<file path="config.mk">
export PLATFORM = sky130hd
export DESIGN_NAME = lsu_mem_stage_flat
export DESIGN_NICKNAME = d
export VERILOG_FILES = /design/src/rtl/lsu_pkg.sv /design/src/rtl/lsu_mem_stage_if.sv /design/src/rtl/lsu_align.sv /design/src/rtl/lsu_mem_stage.sv /design/src/flat_wrapper.sv
export SDC_FILE = /design/constraint.sdc
export NUM_CORES = 1
export LEC_CHECK = 0
export ABC_AREA = 1
export CAP_MARGIN = 20
export CORE_ASPECT_RATIO = 0.75
export CORE_MARGIN = 2
export CORE_UTILIZATION = 45
export CTS_BUF_LIST = sky130_fd_sc_hd__clkbuf_8
export DETAILED_ROUTE_END_ITERATION = 12
export DONT_BUFFER_PORTS = 1
export PLACE_DENSITY = 0.64
export SKIP_CTS_REPAIR_TIMING = 1
export SLEW_MARGIN = 5
export SYNTH_ARGS = -nofsm -noshare
export SYNTH_HDL_FRONTEND = slang
export SYNTH_HIERARCHICAL = 1
export SYNTH_SLANG_ARGS = --single-unit
export TNS_END_PERCENT = 30
</file>
<file path="constraint.sdc">
create_clock -name clk -period 6.24 [get_ports clk]
set_input_delay 0 -clock clk [delete_from_list [all_inputs] [get_ports clk]]
set_output_delay 0 -clock clk [all_outputs]
set_load 0.02 [all_outputs]
</file>
<file path="src/rtl/lsu_pkg.sv">
// Shared definitions for the LSU memory stage: funct3 encodings, FSM state type,
// default bus-wait budget and small decode helpers.
package lsu_pkg;

    localparam int WAIT_TIMEOUT_DEFAULT = 64;

    localparam logic [2:0] F3_B  = 3'b000;
    localparam logic [2:0] F3_H  = 3'b001;
    localparam logic [2:0] F3_W  = 3'b010;
    localparam logic [2:0] F3_BU = 3'b100;
    localparam logic [2:0] F3_HU = 3'b101;

    typedef enum logic {
        IDLE = 1'b0,
        BUSY = 1'b1
    } state_t;

    // Stores have no unsigned variants, so they accept a narrower funct3 set than loads.
    function automatic logic f3_legal(input logic [2:0] f3, input logic is_store);
        if (is_store)
            return f3 inside {F3_B, F3_H, F3_W};
        return f3 inside {F3_B, F3_H, F3_W, F3_BU, F3_HU};
    endfunction

    function automatic logic [1:0] natural_off(input logic [2:0] f3, input logic [1:0] off);
        case (f3[1:0])
            2'b00:   return off;
            2'b01:   return {off[1], 1'b0};
            default: return 2'b00;
        endcase
    endfunction

    function automatic logic is_misaligned(input logic [2:0] f3, input logic [1:0] off);
        case (f3[1:0])
            2'b01:   return off[0];
            2'b10:   return off != 2'b00;
            default: return 1'b0;
        endcase
    endfunction

endpackage

</file>
<file path="src/rtl/lsu_mem_stage_if.sv">
// Signal bundle between the LSU memory stage and its surroundings (EX stage,
// data memory, writeback); slave is the LSU side, master the environment side.
interface lsu_mem_stage_if;
    logic        ex_valid;
    logic        ex_ready;
    logic [31:0] ex_alu_out;
    logic [31:0] ex_rs2_data;
    logic [2:0]  ex_funct3;
    logic [4:0]  ex_rd;
    logic        ex_reg_write;
    logic        ex_mem_read;
    logic        ex_mem_write;

    logic        dmem_req;
    logic        dmem_we;
    logic [31:0] dmem_addr;
    logic [31:0] dmem_wdata;
    logic [3:0]  dmem_be;
    logic        dmem_ack;
    logic [31:0] dmem_rdata;

    logic        wb_valid;
    logic        wb_reg_write;
    logic [4:0]  wb_rd;
    logic [31:0] wb_data;
    logic        mem_fault;
    logic [31:0] fault_addr;

    modport master (
        output ex_valid, ex_alu_out, ex_rs2_data, ex_funct3, ex_rd,
               ex_reg_write, ex_mem_read, ex_mem_write, dmem_ack, dmem_rdata,
        input  ex_ready, dmem_req, dmem_we, dmem_addr, dmem_wdata, dmem_be,
               wb_valid, wb_reg_write, wb_rd, wb_data, mem_fault, fault_addr
    );

    modport slave (
        input  ex_valid, ex_alu_out, ex_rs2_data, ex_funct3, ex_rd,
               ex_reg_write, ex_mem_read, ex_mem_write, dmem_ack, dmem_rdata,
        output ex_ready, dmem_req, dmem_we, dmem_addr, dmem_wdata, dmem_be,
               wb_valid, wb_reg_write, wb_rd, wb_data, mem_fault, fault_addr
    );
endinterface

</file>
<file path="src/rtl/lsu_align.sv">
// Combinational lane logic: byte enables and store-lane replication for the
// outgoing access, byte/half extraction and extension for returning load data.
module lsu_align
    import lsu_pkg::*;
(
    input  logic [1:0]  i_st_size,
    input  logic [1:0]  i_st_off,
    input  logic [31:0] i_st_data,
    output logic [3:0]  o_be,
    output logic [31:0] o_wdata,
    input  logic [2:0]  i_ld_funct3,
    input  logic [1:0]  i_ld_off,
    input  logic [31:0] i_ld_rdata,
    output logic [31:0] o_ld_data
);
    logic [31:0] w_shifted;

    // Replicating into every lane lets the byte enables alone pick the target bytes.
    always_comb begin
        o_be    = 4'b1111;
        o_wdata = i_st_data;
        case (i_st_size)
            2'b00: begin
                o_be    = 4'b0001 << i_st_off;
                o_wdata = {4{i_st_data[7:0]}};
            end
            2'b01: begin
                o_be    = 4'b0011 << i_st_off;
                o_wdata = {2{i_st_data[15:0]}};
            end
            default: ;
        endcase
    end

    always_comb begin
        w_shifted = i_ld_rdata >> {i_ld_off, 3'b000};
        case (i_ld_funct3)
            F3_B:    o_ld_data = {{24{w_shifted[7]}}, w_shifted[7:0]};
            F3_H:    o_ld_data = {{16{w_shifted[15]}}, w_shifted[15:0]};
            F3_BU:   o_ld_data = {24'h0, w_shifted[7:0]};
            F3_HU:   o_ld_data = {16'h0, w_shifted[15:0]};
            default: o_ld_data = w_shifted;
        endcase
    end
endmodule

</file>
<file path="src/rtl/lsu_mem_stage.sv">
// LSU memory stage: accepts one EX op at a time, runs a single data-memory access
// with a bounded wait, and emits a one-cycle writeback or fault pulse.
// Build option: define LSU_MISALIGN_TRAP_EN to fault misaligned half/word accesses
// instead of silently aligning them.
module lsu_mem_stage
    import lsu_pkg::*;
#(
    parameter int WAIT_TIMEOUT = WAIT_TIMEOUT_DEFAULT
) (
    input  logic           clk,
    input  logic           reset,
    lsu_mem_stage_if.slave lsu
);
    localparam int CW = $clog2(WAIT_TIMEOUT + 1);

    state_t        r_state;
    state_t        w_next;
    logic [CW-1:0] r_cnt;

    logic [31:0] r_addr, r_wdata, r_faddr, r_wb_data, r_fault_addr;
    logic [3:0]  r_be;
    logic [2:0]  r_funct3;
    logic [1:0]  r_off;
    logic [4:0]  r_rd, r_wb_rd;
    logic        r_we, r_reg_write, r_wb_valid, r_wb_reg_write, r_mem_fault;

    logic        w_accept, w_is_mem, w_misalign, w_fault_req, w_start;
    logic        w_ack, w_last, w_timeout;
    logic [1:0]  w_off;
    logic [3:0]  w_be;
    logic [31:0] w_wdata, w_load_data;

    assign w_accept    = lsu.ex_valid && (r_state == IDLE);
    assign w_is_mem    = lsu.ex_mem_read || lsu.ex_mem_write;
    assign w_off       = natural_off(lsu.ex_funct3, lsu.ex_alu_out[1:0]);
`ifdef LSU_MISALIGN_TRAP_EN
    assign w_misalign  = is_misaligned(lsu.ex_funct3, lsu.ex_alu_out[1:0]);
`else
    assign w_misalign  = 1'b0;
`endif
    assign w_fault_req = w_is_mem && ((lsu.ex_mem_read && lsu.ex_mem_write) ||
                         !f3_legal(lsu.ex_funct3, lsu.ex_mem_write) || w_misalign);
    assign w_start     = w_accept && w_is_mem && !w_fault_req;
    assign w_ack       = (r_state == BUSY) && lsu.dmem_ack;
    assign w_last      = (r_cnt == CW'(WAIT_TIMEOUT - 1));
    assign w_timeout   = (r_state == BUSY) && !lsu.dmem_ack && w_last;

    lsu_align u_align (
        .i_st_size   (lsu.ex_funct3[1:0]),
        .i_st_off    (w_off),
        .i_st_data   (lsu.ex_rs2_data),
        .o_be        (w_be),
        .o_wdata     (w_wdata),
        .i_ld_funct3 (r_funct3),
        .i_ld_off    (r_off),
        .i_ld_rdata  (lsu.dmem_rdata),
        .o_ld_data   (w_load_data)
    );

    always_ff @(posedge clk or posedge reset) begin
        if (reset)
            r_state <= IDLE;
        else
            r_state <= w_next;
    end

    // An ack on the final wait cycle still completes the access rather than faulting.
    always_comb begin
        w_next = r_state;
        case (r_state)
            IDLE:    if (w_start) w_next = BUSY;
            BUSY:    if (lsu.dmem_ack || w_last) w_next = IDLE;
            default: w_next = IDLE;
        endcase
    end

    always_comb begin
        lsu.ex_ready = (r_state == IDLE);
        lsu.dmem_req = (r_state == BUSY);
        lsu.dmem_we  = (r_state == BUSY) && r_we;
    end

    always_ff @(posedge clk or posedge reset) begin
        if (reset) begin
            r_cnt          <= '0;
            r_addr         <= '0;
            r_wdata        <= '0;
            r_be           <= '0;
            r_we           <= 1'b0;
            r_funct3       <= '0;
            r_off          <= '0;
            r_rd           <= '0;
            r_reg_write    <= 1'b0;
            r_faddr        <= '0;
            r_wb_valid     <= 1'b0;
            r_wb_reg_write <= 1'b0;
            r_wb_rd        <= '0;
            r_wb_data      <= '0;
            r_mem_fault    <= 1'b0;
            r_fault_addr   <= '0;
        end else begin
            r_wb_valid  <= 1'b0;
            r_mem_fault <= 1'b0;
            if (r_state == BUSY && !lsu.dmem_ack && !w_last)
                r_cnt <= r_cnt + CW'(1);
            else
                r_cnt <= '0;
            if (w_start) begin
                r_addr      <= {lsu.ex_alu_out[31:2], 2'b00};
                r_wdata     <= w_wdata;
                r_be        <= w_be;
                r_we        <= lsu.ex_mem_write;
                r_funct3    <= lsu.ex_funct3;
                r_off       <= w_off;
                r_rd        <= lsu.ex_rd;
                r_reg_write <= lsu.ex_reg_write && !lsu.ex_mem_write;
                r_faddr     <= lsu.ex_alu_out;
            end
            if (w_accept && !w_is_mem) begin
                r_wb_valid     <= 1'b1;
                r_wb_data      <= lsu.ex_alu_out;
                r_wb_rd        <= lsu.ex_rd;
                r_wb_reg_write <= lsu.ex_reg_write;
            end
            if (w_accept && w_fault_req) begin
                r_mem_fault  <= 1'b1;
                r_fault_addr <= lsu.ex_alu_out;
            end
            if (w_ack) begin
                r_wb_valid     <= 1'b1;
                r_wb_data      <= r_we ? 32'h0 : w_load_data;
                r_wb_rd        <= r_rd;
                r_wb_reg_write <= r_reg_write;
            end
            if (w_timeout) begin
                r_mem_fault  <= 1'b1;
                r_fault_addr <= r_faddr;
            end
        end
    end

    assign lsu.dmem_addr    = r_addr;
    assign lsu.dmem_wdata   = r_wdata;
    assign lsu.dmem_be      = r_be;
    assign lsu.wb_valid     = r_wb_valid;
    assign lsu.wb_reg_write = r_wb_reg_write;
    assign lsu.wb_rd        = r_wb_rd;
    assign lsu.wb_data      = r_wb_data;
    assign lsu.mem_fault    = r_mem_fault;
    assign lsu.fault_addr   = r_fault_addr;
endmodule

</file>
<file path="src/flat_wrapper.sv">
// flat-port wrapper written by rule: the top's interface ports become plain ports
module lsu_mem_stage_flat import lsu_pkg::*;
#(
    parameter int WAIT_TIMEOUT = WAIT_TIMEOUT_DEFAULT
)
  (clk, reset, lsu_ex_valid, lsu_ex_alu_out, lsu_ex_rs2_data, lsu_ex_funct3, lsu_ex_rd, lsu_ex_reg_write, lsu_ex_mem_read, lsu_ex_mem_write, lsu_dmem_ack, lsu_dmem_rdata, lsu_ex_ready, lsu_dmem_req, lsu_dmem_we, lsu_dmem_addr, lsu_dmem_wdata, lsu_dmem_be, lsu_wb_valid, lsu_wb_reg_write, lsu_wb_rd, lsu_wb_data, lsu_mem_fault, lsu_fault_addr);
  lsu_mem_stage_if lsu_i ();
  input  logic clk;
  input  logic reset;
  input wire logic [$bits(lsu_i.ex_valid)-1:0] lsu_ex_valid;
  input wire logic [$bits(lsu_i.ex_alu_out)-1:0] lsu_ex_alu_out;
  input wire logic [$bits(lsu_i.ex_rs2_data)-1:0] lsu_ex_rs2_data;
  input wire logic [$bits(lsu_i.ex_funct3)-1:0] lsu_ex_funct3;
  input wire logic [$bits(lsu_i.ex_rd)-1:0] lsu_ex_rd;
  input wire logic [$bits(lsu_i.ex_reg_write)-1:0] lsu_ex_reg_write;
  input wire logic [$bits(lsu_i.ex_mem_read)-1:0] lsu_ex_mem_read;
  input wire logic [$bits(lsu_i.ex_mem_write)-1:0] lsu_ex_mem_write;
  input wire logic [$bits(lsu_i.dmem_ack)-1:0] lsu_dmem_ack;
  input wire logic [$bits(lsu_i.dmem_rdata)-1:0] lsu_dmem_rdata;
  output wire logic [$bits(lsu_i.ex_ready)-1:0] lsu_ex_ready;
  output wire logic [$bits(lsu_i.dmem_req)-1:0] lsu_dmem_req;
  output wire logic [$bits(lsu_i.dmem_we)-1:0] lsu_dmem_we;
  output wire logic [$bits(lsu_i.dmem_addr)-1:0] lsu_dmem_addr;
  output wire logic [$bits(lsu_i.dmem_wdata)-1:0] lsu_dmem_wdata;
  output wire logic [$bits(lsu_i.dmem_be)-1:0] lsu_dmem_be;
  output wire logic [$bits(lsu_i.wb_valid)-1:0] lsu_wb_valid;
  output wire logic [$bits(lsu_i.wb_reg_write)-1:0] lsu_wb_reg_write;
  output wire logic [$bits(lsu_i.wb_rd)-1:0] lsu_wb_rd;
  output wire logic [$bits(lsu_i.wb_data)-1:0] lsu_wb_data;
  output wire logic [$bits(lsu_i.mem_fault)-1:0] lsu_mem_fault;
  output wire logic [$bits(lsu_i.fault_addr)-1:0] lsu_fault_addr;
  assign lsu_i.ex_valid = lsu_ex_valid;
  assign lsu_i.ex_alu_out = lsu_ex_alu_out;
  assign lsu_i.ex_rs2_data = lsu_ex_rs2_data;
  assign lsu_i.ex_funct3 = lsu_ex_funct3;
  assign lsu_i.ex_rd = lsu_ex_rd;
  assign lsu_i.ex_reg_write = lsu_ex_reg_write;
  assign lsu_i.ex_mem_read = lsu_ex_mem_read;
  assign lsu_i.ex_mem_write = lsu_ex_mem_write;
  assign lsu_i.dmem_ack = lsu_dmem_ack;
  assign lsu_i.dmem_rdata = lsu_dmem_rdata;
  assign lsu_ex_ready = lsu_i.ex_ready;
  assign lsu_dmem_req = lsu_i.dmem_req;
  assign lsu_dmem_we = lsu_i.dmem_we;
  assign lsu_dmem_addr = lsu_i.dmem_addr;
  assign lsu_dmem_wdata = lsu_i.dmem_wdata;
  assign lsu_dmem_be = lsu_i.dmem_be;
  assign lsu_wb_valid = lsu_i.wb_valid;
  assign lsu_wb_reg_write = lsu_i.wb_reg_write;
  assign lsu_wb_rd = lsu_i.wb_rd;
  assign lsu_wb_data = lsu_i.wb_data;
  assign lsu_mem_fault = lsu_i.mem_fault;
  assign lsu_fault_addr = lsu_i.fault_addr;
  lsu_mem_stage #(.WAIT_TIMEOUT(WAIT_TIMEOUT)) u_core (.clk(clk), .reset(reset), .lsu(lsu_i));
endmodule
</file>
* Yosys cells after proc, flatten, opt, wreduce, memory -nomap -nowiden
Cells that the tools add are included.
** Word-level totals
- Bits in registers :: 190
- Bits of input ports :: 111
- Output and inout bits :: 143
- Logic and storage cells :: 84
** Cells by class
- Add/subtract/negate cells :: 1
- Eq/ne operators :: 9
- Shift-type cells :: 3
- Muxes and demuxes :: 24
- Bitwise gates (word level) :: 1
- Reductions and logical operators :: 29
** Operator list (count)
- $mux W32 :: 5
- $pmux W32 S4 :: 1
- $pmux W32 S2 :: 1
- $shr A32 B5 Y32 :: 1
- $logic_and A1 B1 Y1 :: 13
- $eq A3 B3 Y1 const B :: 4
- $mux W1 :: 11
- $mux W5 :: 2
- $pmux W4 S2 :: 1
- $add A7 B1 Y7 const B :: 1
- $eq A7 B6 Y1 const B :: 1
- $mux W7 :: 1
- $eq A3 B1 Y1 const B :: 2
- $logic_not A1 Y1 :: 6
- $logic_not A3 Y1 :: 2
- $reduce_bool A5 Y1 :: 1
- $pmux W2 S2 :: 1
- $reduce_bool A2 Y1 :: 2
- $shl A1 B2 Y4 const A :: 1
- $shl A2 B2 Y4 const A :: 1
- $eq A3 B2 Y1 const B :: 1
- $logic_or A1 B1 Y1 :: 3
- $reduce_bool A3 Y1 :: 1
- $eq A2 B1 Y1 const B :: 1
- 3 further kinds :: 3

* Depth between registers and ports, before layout
- Depth in word-level cells :: 11
- Depth in mapped cells :: 11
- Depth with buffers taken out :: 9

* Cells and area by module
The synthesis kept the hierarchy.
** Modules (own cells, without submodules)
- lsu_mem_stage :: instances 1, cells each 882, area an instance 7304.5 µm², seq. area each 4003.8 µm²
- lsu_align :: instances 1, cells each 256, area an instance 1315.0 µm², seq. area each 0.0 µm²

* Worst setup path after synthesis
OpenSTA, ideal clock, no wires.
- Path kind :: flip-flop to flip-flop
- Start :: reg u_core.r_state (netlist: u_core/lsu.dmem_req)
- End :: reg u_core.r_wdata[27] (netlist: u_core/lsu.dmem_wdata[27])
- Library setup time :: 0.121 ns
- Data arrival time :: 1.411 ns
- Slack :: 4.708 ns
- Stages on the path, launching flop included :: 9
- Buffers on the path :: 2
- Clock period less this slack :: 1.532 ns
- Path through :: dfrtp_1 inv_2 nand2_2 a21oi_2 nand3_2 buf_6 buf_4 nand2_1 o21ai_1
** Between the ends
- Longest elaborated chain between the ends :: 4
** RTL lines
- start, declared :: line lsu_mem_stage.sv:16 : state_t r_state;
- start signal, assigned :: line lsu_mem_stage.sv:64 : r_state <= w_next;
- $not A1 Y1
- net lsu_ex_ready :: line flat_wrapper.sv:20 : output wire logic [$bits(lsu_i.ex_ready)-1:0] lsu_ex_ready;
- $logic_and A1 B1 Y1 :: line lsu_mem_stage.sv:33 : assign w_accept = lsu.ex_valid && (r_state == IDLE);
- $logic_and A1 B1 Y1 (2 in a row) :: line lsu_mem_stage.sv:43 : assign w_start = w_accept && w_is_mem && !w_fault_req;
- end signal, assigned :: line lsu_mem_stage.sv:110 : r_wdata <= w_wdata;
- end, declared :: line lsu_mem_stage.sv:20 : logic [31:0] r_addr, r_wdata, r_faddr, r_wb_data, r_fault_addr;
The timed path passes the listed nets, and every way through them passes these cells.
A chain may end at the register's enable or synchronous reset.

* Worst setup path after layout
- Start :: reg u_core.r_state (netlist: u_core/lsu.dmem_req)
- End :: reg u_core.r_wb_data[1] (netlist: u_core/lsu.wb_data[1])
** Between the ends
- Longest elaborated chain between the ends :: 4
- Elaborated cells between the ends (all ways) :: 6
- Classes of those cells :: mux (1); bitwise (1); reduce/logical (4)
** RTL lines
- $not A1 Y1 :: line lsu_mem_stage.sv:33
- $logic_and A1 B1 Y1 :: line lsu_mem_stage.sv:33
- $logic_and A1 B1 Y1 :: line lsu_mem_stage.sv:119 : if (w_accept && !w_is_mem) begin
- $reduce_bool A2 Y1 (no line)
- end signal, assigned :: line lsu_mem_stage.sv:121 : r_wb_data <= lsu.ex_alu_out;
- end signal, assigned :: line lsu_mem_stage.sv:131 : r_wb_data <= r_we ? 32'h0 : w_load_data;
- end, declared :: line lsu_mem_stage.sv:20
Several ways; a longest one is shown, not always the timed one.

==> impl_metrics.env <==
export IMPL_yosys_area_top_type_share_pct=46.5
export IMPL_power_switching_mw=1.35
export IMPL_hold_viol=5
export IMPL_layout_area_overhead_vs_synth_pct=12.4
export IMPL_endpoint_kind="flip-flop"
export IMPL_cts_buffer_depth=2
export IMPL_synth_compound_area_share_pct=8.51
export IMPL_maxSlewHeadroom_pct=32.4
export IMPL_fin_cells=1418
export IMPL_fin_skew_ns=0.0153
export IMPL_clkLatencyLatePin_ns=0.45
export IMPL_async_flop_share_pct=100
export IMPL_portBuffers=0
export IMPL_combPwrFrac_pct=19.8
export IMPL_synth_top_family_by_area="simple AND/OR/NAND/NOR gates"
export IMPL_wl_um=24900
export IMPL_rows=43
export IMPL_start_util_pct=46.3
export IMPL_worst_slew_pin_slew_ns=1.01
export IMPL_synth_top_area_cell="dfrtp_1"
export IMPL_synth_edf_count=0
export IMPL_drt_first_iter_violations=813
export IMPL_synthFlopType="dfrtp_1"
export IMPL_drive_above_1_share_pct=6.49
export IMPL_grt_pass1_vias=6610
export IMPL_grt_first_pass_wirelength_um=37100
export IMPL_yosys_area_share_simple_pct=31.2
export IMPL_synth_area_leaders="dfrtp_1 46%, nand2_1 18%, nand3_1 8.8%"
export IMPL_core_area_um2=18600
export IMPL_path_max_fanout=45
export IMPL_cp_start_kind="flip-flop"
export IMPL_insertedDiodeCount=0
export IMPL_drc=0
export IMPL_p_leak_nw=5.05
export IMPL_ys_ff_latch=160
export IMPL_dp_cells=1283
export IMPL_p_sw_share_pct=41.1
export IMPL_clock_sinks=160
export IMPL_slew_violations=0
export IMPL_ant_nets=0
export IMPL_htreeDepth=4
export IMPL_path_class="reg -> reg"
export IMPL_die_w_um=164
export IMPL_synth_seq_area_share_pct=46.5
export IMPL_cp_arrival_ns=3.48
export IMPL_setup_violations=0
export IMPL_synthMuxAreaShare_pct=0
export IMPL_syn_area_um2=8620
export IMPL_synth_xor_area_share_pct=0.305
export IMPL_gp_congestion=0.865
export IMPL_seqPwrFrac_pct=56.4
export IMPL_yosys_area_share_adder_pct=0.145
export IMPL_rsz0062_at_grt="false"
export IMPL_syn_mean_instance_area_um2=7.57
export IMPL_ys_types=33
export IMPL_min_period_over_period_pct=49.6
export IMPL_wl_per_cell_um=17.6
export IMPL_fin_ws_ns=3.15
export IMPL_finalSetupTns_ns=0
export IMPL_drt_pass1_iter_count=6
export IMPL_total_power_mw=3.28
export IMPL_cts_tree="built"
export IMPL_status="finished, violations left"
export IMPL_internal_power_mw=1.93
export IMPL_syn_inst=1138
export IMPL_failed_checks="hold timing"
export IMPL_cts_made_buffers=17
export IMPL_vias=7372
export IMPL_clk_pin_slew_worst_paths_ns=0.09
export IMPL_grt_max_degree=96
export IMPL_yosysMostFrequentCell="nand2_1"
export IMPL_cap_violations=0
export IMPL_overflow=0
export IMPL_antenna_found_initial=1
export IMPL_die_h_um=124
export IMPL_dieArea_um2=20300
export IMPL_dpl_hpwl_um=16700
export IMPL_hold_path_class="in -> reg"
export IMPL_cp_required_ns=6.63
export IMPL_ir_drop_v=0.000196
export IMPL_finalCriticalPeriod_ns=3.09
export IMPL_fillCellCount=1800
export IMPL_whs_ns=-0.0782
export IMPL_cts_root_buf="clkbuf_8"
export IMPL_grt_usage_pct=23.7
export IMPL_num_nets_final=1270
export IMPL_powerDensity_nw_per_um2=339
export IMPL_place_ws_ns=3.41
export IMPL_floorplan_io_pins=254
export IMPL_p_clk_share_pct=23.8
export IMPL_yosys_warnings=6
export IMPL_timing_fmax_mhz=323
export IMPL_synth_common_cells="410 x nand2_1, 160 x dfrtp_1, 152 x nand3_1"
export IMPL_viasPerCell=5.20
## through the flow
step                instance area (um^2)  util [%]
floorplan                           8620         -
global placement                    8260      44.4
detailed placement                  8260      44.4
CTS                                 8650      46.5
global route                        9690      52.0
finish                              9690      52.0
## kinds of logic (layout without fill, tap and decap cells)
family	count (synthesis)	count (layout)
and+or+nand+nor	617	617
xor gates and xnor gates	3	3
buffers and inverters	215	247
other	1	2
DFF	160	160
adders and majority gates	1	1
AOI/OAI and AO/OA	141	141
## final timing paths
| check | start | to | slack [ns] | cells after the start |
|---|---|---|---|---|
| setup / recovery | u_core/lsu.dmem_req | u_core/lsu.wb_data[1] | 3.15 | 6 |
| hold / removal | lsu_dmem_rdata[13] | u_core/lsu.wb_data[5] | -0.08 | 4 |
| setup reg to reg | u_core/lsu.dmem_req | u_core/lsu.wb_data[1] | 3.15 | 6 |
| hold reg to reg | u_core/r_cnt[0] | u_core/r_cnt[0] | 0.46 | 1 |
| max in group asynchronous | reset | u_core/lsu.wb_data[22] | 4.67 | 3 |
| min in group asynchronous | reset | u_core/lsu.mem_fault | 0.18 | 2 |
## per-layer routing
metal / GRT usage (%) / vias up / routed length (um)
li1: - / 3603 / -
met1: 33.1 / 3427 / 11300
met2: 35.4 / 319 / 10800
met3: 8.52 / 21 / 2680
met4: 5.21 / 2 / 218
met5: 0 / - / 11
## sequential cells by signal, summed over array words and instances (netlist names)
| signal | cells |
|---|---|
| u_core/lsu.dmem_wdata | 32 |
| u_core/lsu.fault_addr | 32 |
| u_core/lsu.wb_data | 32 |
| u_core/r_faddr | 32 |
| u_core/r_cnt | 7 |
| u_core/lsu.wb_rd | 5 |
| u_core/r_rd | 5 |
| u_core/lsu.dmem_be | 4 |
| u_core/r_funct3 | 3 |
| u_core/r_off | 2 |
| u_core/lsu.dmem_req | 1 |
| u_core/lsu.mem_fault | 1 |
| u_core/lsu.wb_reg_write | 1 |
| u_core/lsu.wb_valid | 1 |
| u_core/r_reg_write | 1 |
| u_core/r_we | 1 |
## power groups by stage
stage               sequential (mW)  combinational, mW  clock [mW]
CTS                            1.86              0.562       0.804
global placement               1.88              0.544           0
detailed placement             1.88              0.563           0
global route                   1.90              0.749       0.846
floorplan                      1.70              0.647           0
finish                         1.85              0.649       0.781
## critical path: stages (launching register included)
cell and delay (ns):
dfrtp_1 0.50, nand2_2 0.73, inv_1 0.23, nor2_4 0.80, nand2_1 0.10, nand3_1 0.11
dlygate4sd3_1 0.55
## layout by cell type (no fill, tap or decap), drive strengths merged
cell         netlist  layout
nand2            415     415
nand3            170     170
dfrtp            160     160
o21ai            116     116
inv              108     113
dlygate4sd3        0     103
nor2              27      27
clkbuf            21      19
a21oi             15      15
o211ai             9       9
clkinvlp           0       5
buf               86       4
bufinv             0       2
or2                2       2
xor2               2       2
conb               1       2
clkinv             0       1
nor3               1       1
nor3b              1       1
xnor2              1       1
a31oi              1       1
ha                 1       1
and2               1       1
## layout make-up
type,instances,area [um^2],area share [%]
clock buffers,19,262,2.70
clock inverters,13,136,1.41
inverters,108,418,4.31
multi-input cells,764,3500,36.1
flip-flops and latches,160,4000,41.3
well taps,247,309,3.19
repair buffers,107,1060,11.0
(Power assumes the default switching activity.)
